===== src/rtl/spi_master.sv =====
// SPI master: byte-wide register interface, TX/RX FIFOs, programmable SCK divider,
// all four SPI modes, MSB/LSB-first ordering and software-driven slave selects.

module spi_master_fifo #(
  parameter int DEPTH = 4
) (
  input  logic       clk,
  input  logic       reset,
  input  logic       push,
  input  logic [7:0] din,
  input  logic       pop,
  output logic [7:0] dout,
  output logic       empty,
  output logic       full
);
  localparam int AW = $clog2(DEPTH);

  logic [7:0]    mem [DEPTH];
  logic [AW-1:0] wr_ptr, rd_ptr;
  logic [AW:0]   count;
  logic          do_push, do_pop;

  assign empty   = (count == '0);
  assign full    = (count == (AW+1)'(DEPTH));
  assign do_pop  = pop && !empty;
  // A push into a full FIFO still lands when the same cycle pops an entry.
  assign do_push = push && (!full || do_pop);
  assign dout    = mem[rd_ptr];

  always_ff @(posedge clk) begin
    if (do_push) mem[wr_ptr] <= din;
  end

  always_ff @(posedge clk) begin
    if (reset) begin
      wr_ptr <= '0;
      rd_ptr <= '0;
      count  <= '0;
    end else begin
      if (do_push) wr_ptr <= wr_ptr + 1'b1;
      if (do_pop)  rd_ptr <= rd_ptr + 1'b1;
      case ({do_push, do_pop})
        2'b10:   count <= count + 1'b1;
        2'b01:   count <= count - 1'b1;
        default: ;
      endcase
    end
  end
endmodule

// state | meaning
// IDLE  | no byte in flight, SCK parked at CPOL, MOSI low
// LOAD  | pop TX head into shifter, latch mode bits and divider
// SHIFT | 16 SCK half-periods, RX byte pushed after the last edge
module spi_master #(
  parameter int NSS        = 1,
  parameter int FIFO_DEPTH = 4
) (
  input  logic           i_clk,
  input  logic           i_reset,
  input  logic [1:0]     i_addr,
  input  logic           i_cs,
  input  logic           i_we,
  input  logic [7:0]     i_dat,
  output logic [7:0]     o_dat,
  input  logic           i_miso,
  output logic           o_mosi,
  output logic           o_sck,
  output logic [NSS-1:0] o_ss_n,
  output logic           o_irq
);
  typedef enum logic [1:0] {IDLE, LOAD, SHIFT} state_t;

  state_t         state_q, state_d;
  logic [3:0]     ctrl_q;
  logic [7:0]     div_q;
  logic [NSS-1:0] ss_q;
  logic           ovf_q;

  logic           reg_wr, reg_rd;
  logic           tx_push, tx_pop, tx_empty, tx_full;
  logic [7:0]     tx_dout;
  logic           rx_push, rx_pop, rx_empty, rx_full, rx_ovf;
  logic [7:0]     rx_dout, rx_din;

  logic [7:0]     sh_q, rx_q, rx_nxt, div_cnt_q, div_l;
  logic [3:0]     edge_cnt_q;
  logic           mosi_q, sck_tog_q, cpol_l, cpha_l, lsb_l;
  logic           sck_edge, edge_lead, edge_last, do_sample, do_shift;
  logic           cur_bit, nxt_bit, busy;
  logic [7:0]     ss_rd;

  assign reg_wr  = i_cs && i_we;
  assign reg_rd  = i_cs && !i_we;
  assign tx_push = reg_wr && (i_addr == 2'd1) && !tx_full;
  assign rx_pop  = reg_rd && (i_addr == 2'd1);
  assign rx_ovf  = rx_push && rx_full && !rx_pop;

  spi_master_fifo #(.DEPTH(FIFO_DEPTH)) u_tx_fifo (
    .clk   (i_clk),
    .reset (i_reset),
    .push  (tx_push),
    .din   (i_dat),
    .pop   (tx_pop),
    .dout  (tx_dout),
    .empty (tx_empty),
    .full  (tx_full)
  );

  spi_master_fifo #(.DEPTH(FIFO_DEPTH)) u_rx_fifo (
    .clk   (i_clk),
    .reset (i_reset),
    .push  (rx_push),
    .din   (rx_din),
    .pop   (rx_pop),
    .dout  (rx_dout),
    .empty (rx_empty),
    .full  (rx_full)
  );

  always_ff @(posedge i_clk) begin
    if (i_reset) begin
      ctrl_q <= '0;
      div_q  <= '0;
      ss_q   <= '0;
      ovf_q  <= 1'b0;
    end else begin
      if (reg_wr) begin
        case (i_addr)
          2'd0:    ctrl_q <= i_dat[3:0];
          2'd2:    div_q  <= i_dat;
          2'd3:    ss_q   <= i_dat[NSS-1:0];
          default: ;
        endcase
      end
      // A fresh overflow wins over a clear written in the same cycle.
      if (rx_ovf)
        ovf_q <= 1'b1;
      else if (reg_wr && (i_addr == 2'd0) && i_dat[4])
        ovf_q <= 1'b0;
    end
  end

  assign busy = (state_q != IDLE) || !tx_empty;

  always_comb begin
    ss_rd          = '0;
    ss_rd[NSS-1:0] = ss_q;
    case (i_addr)
      2'd0:    o_dat = {busy, tx_full, !rx_empty, ovf_q, ctrl_q};
      2'd1:    o_dat = rx_empty ? 8'h00 : rx_dout;
      2'd2:    o_dat = div_q;
      default: o_dat = ss_rd;
    endcase
  end

  assign sck_edge  = (state_q == SHIFT) && (div_cnt_q == 8'd0);
  assign edge_lead = sck_edge && !edge_cnt_q[0];
  assign edge_last = sck_edge && (edge_cnt_q == 4'd15);
  assign do_sample = cpha_l ? (sck_edge && !edge_lead) : edge_lead;
  assign do_shift  = cpha_l ? edge_lead : (sck_edge && !edge_lead && !edge_last);
  assign cur_bit   = lsb_l ? sh_q[0] : sh_q[7];
  assign nxt_bit   = lsb_l ? sh_q[1] : sh_q[6];
  assign rx_nxt    = lsb_l ? {i_miso, rx_q[7:1]} : {rx_q[6:0], i_miso};
  assign rx_din    = do_sample ? rx_nxt : rx_q;

  always_comb begin
    state_d = state_q;
    tx_pop  = 1'b0;
    rx_push = 1'b0;
    case (state_q)
      IDLE: if (!tx_empty || tx_push) state_d = LOAD;
      LOAD: begin
        tx_pop  = 1'b1;
        state_d = SHIFT;
      end
      SHIFT: if (edge_last) begin
        rx_push = 1'b1;
        state_d = tx_empty ? IDLE : LOAD;
      end
      default: state_d = IDLE;
    endcase
  end

  always_ff @(posedge i_clk) begin
    if (i_reset) state_q <= IDLE;
    else         state_q <= state_d;
  end

  always_ff @(posedge i_clk) begin
    if (i_reset) begin
      sh_q       <= '0;
      rx_q       <= '0;
      mosi_q     <= 1'b0;
      sck_tog_q  <= 1'b0;
      div_cnt_q  <= '0;
      edge_cnt_q <= '0;
      div_l      <= '0;
      cpol_l     <= 1'b0;
      cpha_l     <= 1'b0;
      lsb_l      <= 1'b0;
    end else if (state_q == LOAD) begin
      sh_q       <= tx_dout;
      rx_q       <= '0;
      sck_tog_q  <= 1'b0;
      div_cnt_q  <= div_q;
      edge_cnt_q <= '0;
      div_l      <= div_q;
      cpha_l     <= ctrl_q[0];
      cpol_l     <= ctrl_q[1];
      lsb_l      <= ctrl_q[2];
      // CPHA=0 presents the first bit before the first edge.
      mosi_q     <= ctrl_q[0] ? 1'b0 : (ctrl_q[2] ? tx_dout[0] : tx_dout[7]);
    end else if (state_q == SHIFT) begin
      if (sck_edge) begin
        div_cnt_q  <= div_l;
        edge_cnt_q <= edge_cnt_q + 4'd1;
        sck_tog_q  <= ~sck_tog_q;
      end else begin
        div_cnt_q  <= div_cnt_q - 8'd1;
      end
      if (do_sample) rx_q <= rx_nxt;
      if (do_shift) begin
        sh_q   <= lsb_l ? {1'b0, sh_q[7:1]} : {sh_q[6:0], 1'b0};
        mosi_q <= cpha_l ? cur_bit : nxt_bit;
      end
    end
  end

  assign o_sck  = (state_q == SHIFT) ? (cpol_l ^ sck_tog_q) : ctrl_q[1];
  assign o_mosi = (state_q == IDLE) ? 1'b0 : mosi_q;
  assign o_ss_n = ~ss_q;
  assign o_irq  = ctrl_q[3] && (!rx_empty || ovf_q);
endmodule

===== config.mk =====
export PLATFORM = sky130hd
export DESIGN_NAME = spi_master
export DESIGN_NICKNAME = d
export VERILOG_FILES = /design/src/rtl/spi_master.sv
export SDC_FILE = /design/constraint.sdc
export NUM_CORES = 1
export LEC_CHECK = 0
export BUFFER_PORTS_ARGS = -buffer_cell sky130_fd_sc_hd__buf_2
export CAP_MARGIN = 10
export CORE_ASPECT_RATIO = 1.2
export CORE_MARGIN = 10
export CORE_UTILIZATION = 59
export DETAILED_ROUTE_END_ITERATION = 10
export PLACE_DENSITY = 0.77
export SETUP_SLACK_MARGIN = 0.05
export SLEW_MARGIN = 10
export SYNTH_ARGS = -nofsm -noshare
export SYNTH_HDL_FRONTEND = slang
export SYNTH_SLANG_ARGS = --single-unit

===== constraint.sdc =====
create_clock -name i_clk -period 3.6 [get_ports i_clk]
set_input_delay 0.18 -clock i_clk [delete_from_list [all_inputs] [get_ports i_clk]]
set_output_delay 0.18 -clock i_clk [all_outputs]
set_load 0.01 [all_outputs]

==> results of run 1 <==
[per-layer routing]
metal,GRT usage (%),vias up
met2,31.5,144
met1,22.3,2141
met3,4.12,29
met4,8.29,0
li1,-,2095
met5,0,-
[cell usage in the layout, fill, tap and decap left out, types with 5 or more instances in the layout]
cell type	synthesis	layout
inv_1	29	29
ha_1	15	15
a21oi_1	25	25
nand2b_1	10	10
clkbuf_16	0	17
nor3_1	6	6
and2b_1	8	8
nand2_1	29	29
buf_4	2	6
xnor2_1	8	8
edfxtp_1	64	64
clkinv_4	0	5
nor2b_1	8	8
mux4_2	17	17
mux2_2	30	30
dfxtp_1	75	75
buf_2	5	26
nand3b_1	5	5
o21ai_0	13	13
nand3_1	16	16
mux2i_1	22	22
and2_1	6	6
nor2_1	44	44
xor2_1	5	5
a211oi_1	17	17
[kinds of logic after synthesis]
family                     after synthesis  synth area share, %
DFF                                    139                 52.7
buffers and inverters                   63                 3.85
xor gates and xnor gates                13                 1.75
and+or+nand+nor                        162                 13.7
adders and majority gates               17                 3.51
AOI/OAI and AO/OA                       96                 9.98
muxes                                   69                 14.5
[stage by stage]
stage	total power [µW]	cells	hold WS, ns
2_1_floorplan	2440	559	0.279
3_3_place_gp	2600	686	0.423
3_5_place_dp	2630	686	0.434
4_1_cts	4180	719	0.00850
5_1_grt	4360	719	0.0213
6_report	4170	719	0.0200
[critical path, cell delays in order, from the launching register on]
cell and delay (ns):
dfxtp_1 0.36, or4_1 0.54, buf_4 0.20, or4_4 0.57, nand2_1 0.11, fa_1 0.18, inv_1 0.07, or4_1 0.51
a41oi_1 0.21
[area by class of cell]
cell class	count	area share, %
Timing Repair Buffer	33	2.56
Clock buffer	20	6.03
Inverter	29	1.50
Clock inverter	12	1.28
Tap cell	129	2.23
Multi-Input combinational cell	357	39.1
Sequential cell	139	47.3
[power groups by stage]
stage                     clock network (µW)  registers [µW]  logic (µW)
after global placement                     0            1810         795
after CTS                               1570            1780         825
after floorplan                            0            1780         656
after global routing                    1650            1790         917
after detailed placement                   0            1810         818
final                                   1560            1780         831
[repair_timing]
action / CTS / global route
hold buffers: 1 / 0
setup endpoints to repair: 0 / 0
hold endpoints to repair: 2 / 0
[synthesized netlist by cell type (8+ instances only)]
library cell | n | area share, %
nand2_1 | 29 | 1.7
o21ai_0 | 13 | 1.0
a211oi_1 | 17 | 2.0
mux2_2 | 30 | 5.2
inv_1 | 29 | 1.7
ha_1 | 15 | 2.9
xnor2_1 | 8 | 1.1
clkbuf_1 | 22 | 1.3
a21oi_1 | 25 | 1.9
nand3_1 | 16 | 1.2
nand2b_1 | 10 | 0.96
nor2b_1 | 8 | 0.77
nor2_1 | 44 | 2.5
dfxtp_1 | 75 | 23
mux2i_1 | 22 | 3.4
edfxtp_1 | 64 | 30
mux4_2 | 17 | 5.9
and2b_1 | 8 | 0.92
[sequential cells by signal (all words and copies together), names as in the netlist, 2 cells and up, named ones only]
name / count
u_rx_fifo.count: 3
rx_q: 8
u_rx_fifo.mem: 32
sh_q: 8
div_l: 8
div_q: 8
u_rx_fifo.wr_ptr: 2
u_tx_fifo.wr_ptr: 2
edge_cnt_q: 4
state_q: 2
u_rx_fifo.rd_ptr: 2
u_tx_fifo.count: 3
ctrl_q: 4
div_cnt_q: 8
u_tx_fifo.mem: 32
u_tx_fifo.rd_ptr: 2
[worst max-delay path by stage]
stage,startpoint,endpoint,slack [ns],cells past startpoint
final,div_cnt_q[2],u_rx_fifo.count[2],0.76,8
after global routing,div_cnt_q[2],u_rx_fifo.count[2],0.67,8
after CTS,div_cnt_q[2],u_rx_fifo.count[2],0.77,8
after detailed placement,div_cnt_q[2],u_rx_fifo.count[2],0.78,8
after global placement,div_cnt_q[2],u_rx_fifo.count[2],0.88,8
after floorplan,state_q[1],u_tx_fifo.count[2],1.01,11
==> key figures, run 1 <==
Worst setup path
  • Reg2reg path depth: 8
  • Setup CP Type: reg -> reg
  • Reg-to-reg startpoint: div_cnt_q[2]
  • Reg2Reg Setup Slack: 0.76 ns
  • Worst path arrival time: 3.16 ns
  • Max Fanout on Critical Path: 11
  • Reg2reg end: u_rx_fifo.count[2]
  • Startpoint class of the critical path: flip-flop
  • Worst EP required: 3.92 ns
  • Crit end category: flip-flop

Layout
  • Design area: 7240 µm²
  • Synth-to-layout area growth: 11.4%
  • FILL cells: 750
  • FF+latch area: 3420 µm²
  • Antenna diode count: 0
  • Final nets: 609
  • Fraction of layout instances using a drive strength above 1: 19.7%
  • Core Util, Final: 68.1%
  • Multi-input gate area: 2830 µm²

Power
  • Pleak: 0.00255 µW
  • Pwr Density: 577 nW/µm²
  • Power Internal: 2940 µW
  • Part of the power in registers: 42.7%
  • Clock Power Share: 37.4%
  • Peak VDD IR: 0.000339 V
  • Sw Share: 29.5%
  • P_sw: 1230 µW
  • Combinational power share: 19.9%

Route
  • Drt via density: 6.13
  • Post-Route WL: 13700 µm
  • Routed via count: 4409
  • Max layer used: met4
  • DRT Pass-1 Iters: 4
  • Routed Antenna Nets: 0
  • Initial DRC Count: 236
  • Wl on met1: 5640 µm
  • WL met3: 700 µm
  • Drt drc: 0
  • Drt wl/cell: 19.1 µm
  • Met2 WL post-DR: 7040 µm

Yosys
  • Post-Syn Area: 6490 µm²
  • Post-synth cell types: 61
  • Avg Inst Size Synth: 11.6 µm²
  • Number of synthesized flops with an enable pin: 64
  • Seq cells post-synth: 139
  • Net count after synthesis: 591
  • Most frequently used flop master after synthesis: dfxtp_1
  • YS warnings: 0
  • Mapped Cells: 559
  • Fraction of registers with async set/reset: 0%
  • Sequential cell area fraction in the yosys report: 52.7%

Die
  • Initial core utilization: 61.2%
  • Die height: 135 µm
  • Row cnt: 41
  • CORE AREA: 10600 µm²
  • Floorplan die width: 116 µm
  • Ports: 27
  • Area of the die: 15600 µm²

CTS
  • Clock root buffer: clkbuf_16
  • CTS clk-pin slew, worst paths: 0.06 ns
  • Post_cts resized: 0
  • TritonCTS clock tree: done
  • Bufs on Longest Clock Path: 2
  • Clock Latency Late Sink: 0.41 ns
  • Clk sinks: 139
  • CTS H-tree depth: 4
  • CTS Buf Count: 17
  • Post-CTS setup buffer count: 0

Timing
  • Slew Viols, Final: 0
  • Final period utilization: 78.9%
  • TNS Setup: 0 ns
  • RSZ-0062 raised after global routing: no
  • Final worst path period need: 2.84 ns
  • Worst-Margin Slew: 0.838 ns
  • Slew margin rel.: 44.1%
  • Maximum clock rate: 352 MHz
  • Final setup viols: 0
  • Worst clock skew: 0.00760 ns
  • Worst setup margin: 0.760 ns
  • Final hold viol count: 0

Worst hold path
  • Worst hold endpoint: u_tx_fifo.mem[0][7]
  • Min-delay src: i_dat[7]
  • Hold Path Class: in -> reg
  • Worst hold stages: 1

Global routing
  • Antenna violations before repair: 0
  • Grt total ovfl: 0
  • GRT Total Usage: 18.7%
  • Largest net degree at the start of global routing: 47
  • Vias in the first global route: 4379
  • First-pass GRT wire length: 22900 µm

Placed design
  • Dpl hpwl: 9580 µm
  • Placed inst area: 6690 µm²
  • Port Buffers: 26
  • Final RePlAce weighted congestion: 0.851
  • Pre-CTS setup slack: 0.783 ns

Run status
  • Status: complete, no violations

Job
  • Max_cap viols: 0
No activity file was read; power rests on OpenSTA's default activity.
==> inputs of run 2 (changes only) <==
--- a/config.mk
+++ b/config.mk
@@ -5,6 +5,7 @@
 export SDC_FILE = /design/constraint.sdc
 export NUM_CORES = 1
 export LEC_CHECK = 0
+export ABC_AREA = 1
 export BUFFER_PORTS_ARGS = -buffer_cell sky130_fd_sc_hd__buf_2
 export CAP_MARGIN = 10
 export CORE_ASPECT_RATIO = 1.2
==> constraint.sdc (replaced) <==
create_clock -name i_clk -period 2.8 [get_ports i_clk]
set_input_delay 0.14 -clock i_clk [delete_from_list [all_inputs] [get_ports i_clk]]
set_output_delay 0.14 -clock i_clk [all_outputs]
set_load 0.01 [all_outputs]
==> run 2 against run 1 <==
  * First-iteration DRC count is 130% higher
  * Clock skew is 0.0021 ns higher
  * Sequential share of layout area decreased by 0.45 points
  * Critical endpoint is now o_dat[2]
==> key figures, run 2 <==
Power
  • Power Internal: 4310 µW (+47%)
  • Combinational power share: 23.3% (+3.4 points)
  • Pwr Density: 861 nW/µm² (+49%)
  • Peak VDD IR: 0.000530 V (+56%)
  • Sw Share: 31.5% (+1.9 points)
  • Part of the power in registers: 39.2% (-3.5 points)
  • Clock Power Share: 37.5% (about the same)
  • P_sw: 1980 µW (+61%)
  • Pleak: 0.00296 µW (+16%)

Yosys
  • Mapped Cells: 753 (+35%)
  • Synth area leaders: edfxtp_1 (30%), dfxtp_1 (24%), nand2_1 (8.0%)
  • Net count after synthesis: 785 (+33%)
  • Post-Syn Area: 6370 µm² (-2.0%)
  • Most frequently used flop master after synthesis: dfxtp_1
  • Sequential cell area fraction in the yosys report: 53.8% (+1.1 points)
  • Seq cells post-synth: 139 (unchanged)
  • Fraction of registers with async set/reset: 0% (unchanged)
  • Number of synthesized flops with an enable pin: 64 (unchanged)
  • Most frequent cells after synthesis: nand2_1 (136), nor2_1 (93), inv_1 (91)
  • Post-synth top area share: 30.2% (+0.60 points)
  • Avg Inst Size Synth: 8.45 µm² (-27%)
  • Leading area contributor after synthesis: edfxtp_1
  • Most frequent cell after synthesis: nand2_1
  • Post-synth cell types: 31 (-49%)
  • YS warnings: 0 (unchanged)

Timing
  • Maximum clock rate: 433 MHz
  • Final hold viol count: 0 (unchanged)
  • RSZ-0062 raised after global routing: no
  • Worst-Margin Slew: 0.746 ns (-0.0912 ns)
  • Final period utilization: 82.5%
  • TNS Setup: 0 ns (unchanged)
  • Final setup viols: 0 (unchanged)
  • Slew margin rel.: 50.2% (+6.2 points)
  • Worst clock skew: 0.00971 ns (+0.00211 ns)
  • Final worst path period need: 2.31 ns
  • Slew Viols, Final: 0 (unchanged)

Worst hold path
  • Worst hold endpoint: u_tx_fifo.mem[1][3]
  • Min-delay src: i_dat[3]
  • Hold Path Class: in -> reg
  • Worst hold stages: 1 (unchanged)

Global routing
  • Met3 Use GR: 5.53% (+1.4 points)
  • GRT Total Usage: 20.2% (+1.5 points)
  • Top Usage Layer GRT: met2
  • Vias in the first global route: 5088 (+16%)
  • Met1 usage: 23.7% (+1.5 points)
  • Grt total ovfl: 0 (unchanged)
  • Antenna violations before repair: 0 (unchanged)
  • Met2 Resource Use GR: 34.1% (+2.6 points)
  • First-pass GRT wire length: 24900 µm (+8.5%)
  • Largest net degree at the start of global routing: 48 (+2.1%)

CTS
  • CTS H-tree depth: 4 (unchanged)
  • Post-CTS setup buffer count: 0 (unchanged)
  • Clk sinks: 139 (unchanged)
  • Clock root buffer: clkbuf_16
  • Clock Latency Late Sink: 0.43 ns (+0.02 ns)
  • CTS clk-pin slew, worst paths: 0.06 ns (about the same)
  • Bufs on Longest Clock Path: 2 (unchanged)
  • TritonCTS clock tree: done
  • CTS Buf Count: 17 (unchanged)

Worst setup path
  • Reg2reg end: u_tx_fifo.count[2]
  • Startpoint class of the critical path: flip-flop
  • Crit end category: primary output
  • Setup CP Type: reg -> out
  • Worst path arrival time: 2.17 ns (-0.99 ns)
  • Reg2Reg Setup Slack: 0.54 ns (-0.22 ns)
  • Reg-to-reg startpoint: state_q[1]
  • Max Fanout on Critical Path: 18 (+7)
  • Reg2reg path depth: 11 (+3)
  • Worst EP required: 2.66 ns (-1.26 ns)

Placed design
  • Placed inst area: 6630 µm² (-0.84%)
  • Dpl hpwl: 10400 µm (+8.6%)
  • Cells after DPL: 894 (+30%)
  • Port Buffers: 26 (unchanged)
  • Final RePlAce weighted congestion: 0.897 (+5.4%)

Layout
  • Most common cell after layout, fill and taps aside: nand2_1
  • Design area: 7310 µm² (+0.97%)
  • Finished Layout Cells: 931 (+29%)
  • Synth-to-layout area growth: 14.8%
  • Antenna diode count: 0 (unchanged)
  • Most frequent cells in the layout: nand2_1 (136), nor2_1 (93), inv_1 (91)
  • Top flop regs: u_rx_fifo.mem: 32 flops, u_tx_fifo.mem: 32 flops
  • Fraction of layout instances using a drive strength above 1: 12.3% (-7.3 points)
  • Core Util, Final: 69.5% (+1.3 points)
  • Final nets: 821 (+35%)

Route
  • DRT Pass-1 Iters: 5 (+1)
  • Routed Antenna Nets: 0 (unchanged)
  • Drt via density: 5.59 (-8.8%)
  • Initial DRC Count: 533 (+130%)
  • Drt wl/cell: 16.2 µm (-15%)
  • Drt drc: 0 (unchanged)
  • Routed via count: 5207 (+18%)
  • Post-Route WL: 15100 µm (+9.7%)

Die
  • Area of the die: 15400 µm² (-1.7%)
  • Ports: 27 (unchanged)
  • Die height: 134 µm (-0.85%)
  • Initial core utilization: 60.5% (-0.63 points)
  • Row cnt: 41 (unchanged)
  • CORE AREA: 10500 µm² (-0.97%)
  • Floorplan die width: 115 µm (-0.82%)

Run status
  • Status: complete, no violations

Job
  • Max_cap viols: 0 (unchanged)
[run 2: kinds of logic after synthesis]
family                     synth area share (%)
buffers and inverters                      7.21
DFF                                        53.8
AOI/OAI and AO/OA                          14.7
xor gates and xnor gates                  0.275
and+or+nand+nor                            20.4
adders and majority gates                  3.58
[run 2: layout make-up]
| cell class | instances | area [µm²] |
|---|---|---|
| sequential | 139 | 3420 |
| fill | 813 | 3210 |
| multi-input combinational | 496 | 2480 |
| clock buffer | 18 | 429 |
| inverter | 92 | 345 |
| timing repair buffer | 43 | 270 |
| clock inverter | 14 | 193 |
| tap | 129 | 161 |
[run 2: timing repair]
| item | in CTS | in global routing |
|---|---|---|
| hold buffers | 5 | 0 |
| hold endpoints to repair | 20 | 0 |
| resized for setup | 0 | 0 |
[run 2: how the worst max path moves through the flow]
stage                           from                   to  cells after the start
after global placement    state_q[1]   u_tx_fifo.count[2]                     11
after detailed placement  state_q[0]  u_rx_fifo.mem[3][4]                      9
after floorplan           state_q[1]   u_tx_fifo.count[2]                     12
after global routing      state_q[1]   u_tx_fifo.count[2]                     11
final                      flip-flop             o_dat[2]                      7
after CTS                  flip-flop             o_dat[2]                      7
[run 2: worst max-delay path, stage by stage (launching register included)]
cell and delay (ns):
dfxtp_1 0.30, buf_4 0.18, inv_1 0.35, o21ai_0 0.17, o22ai_1 0.26, nand2_1 0.16
o211ai_1 0.14, buf_2 0.18
[run 2: per-stage QoR]
| stage | worst slack (ns) | total power (µW) | hold WS, ns |
|---|---|---|---|
| 5_1_grt | 0.321 | 6630 | 0.0253 |
| 4_1_cts | 0.474 | 6290 | 0.0104 |
| 2_1_floorplan | 0.604 | 3610 | 0.239 |
| 6_report | 0.491 | 6290 | 0.0165 |
| 3_3_place_gp | 0.683 | 3880 | 0.373 |
| 3_5_place_dp | 0.605 | 3930 | 0.374 |
[run 2: routing by layer]
layer | vias up | share of wire, %
li1 | 2577 | -
met1 | 2445 | 40
met2 | 162 | 51
met3 | 23 | 6.7
met4 | 0 | 1.8
met5 | - | 0
[run 2: power groups by stage]
| stage | clock (µW) | combinational, µW | sequential (µW) |
|---|---|---|---|
| after floorplan | 0 | 1160 | 2450 |
| after global placement | 0 | 1390 | 2490 |
| after detailed placement | 0 | 1430 | 2500 |
| after CTS | 2380 | 1450 | 2460 |
| after global routing | 2470 | 1680 | 2480 |
| final | 2360 | 1470 | 2460 |
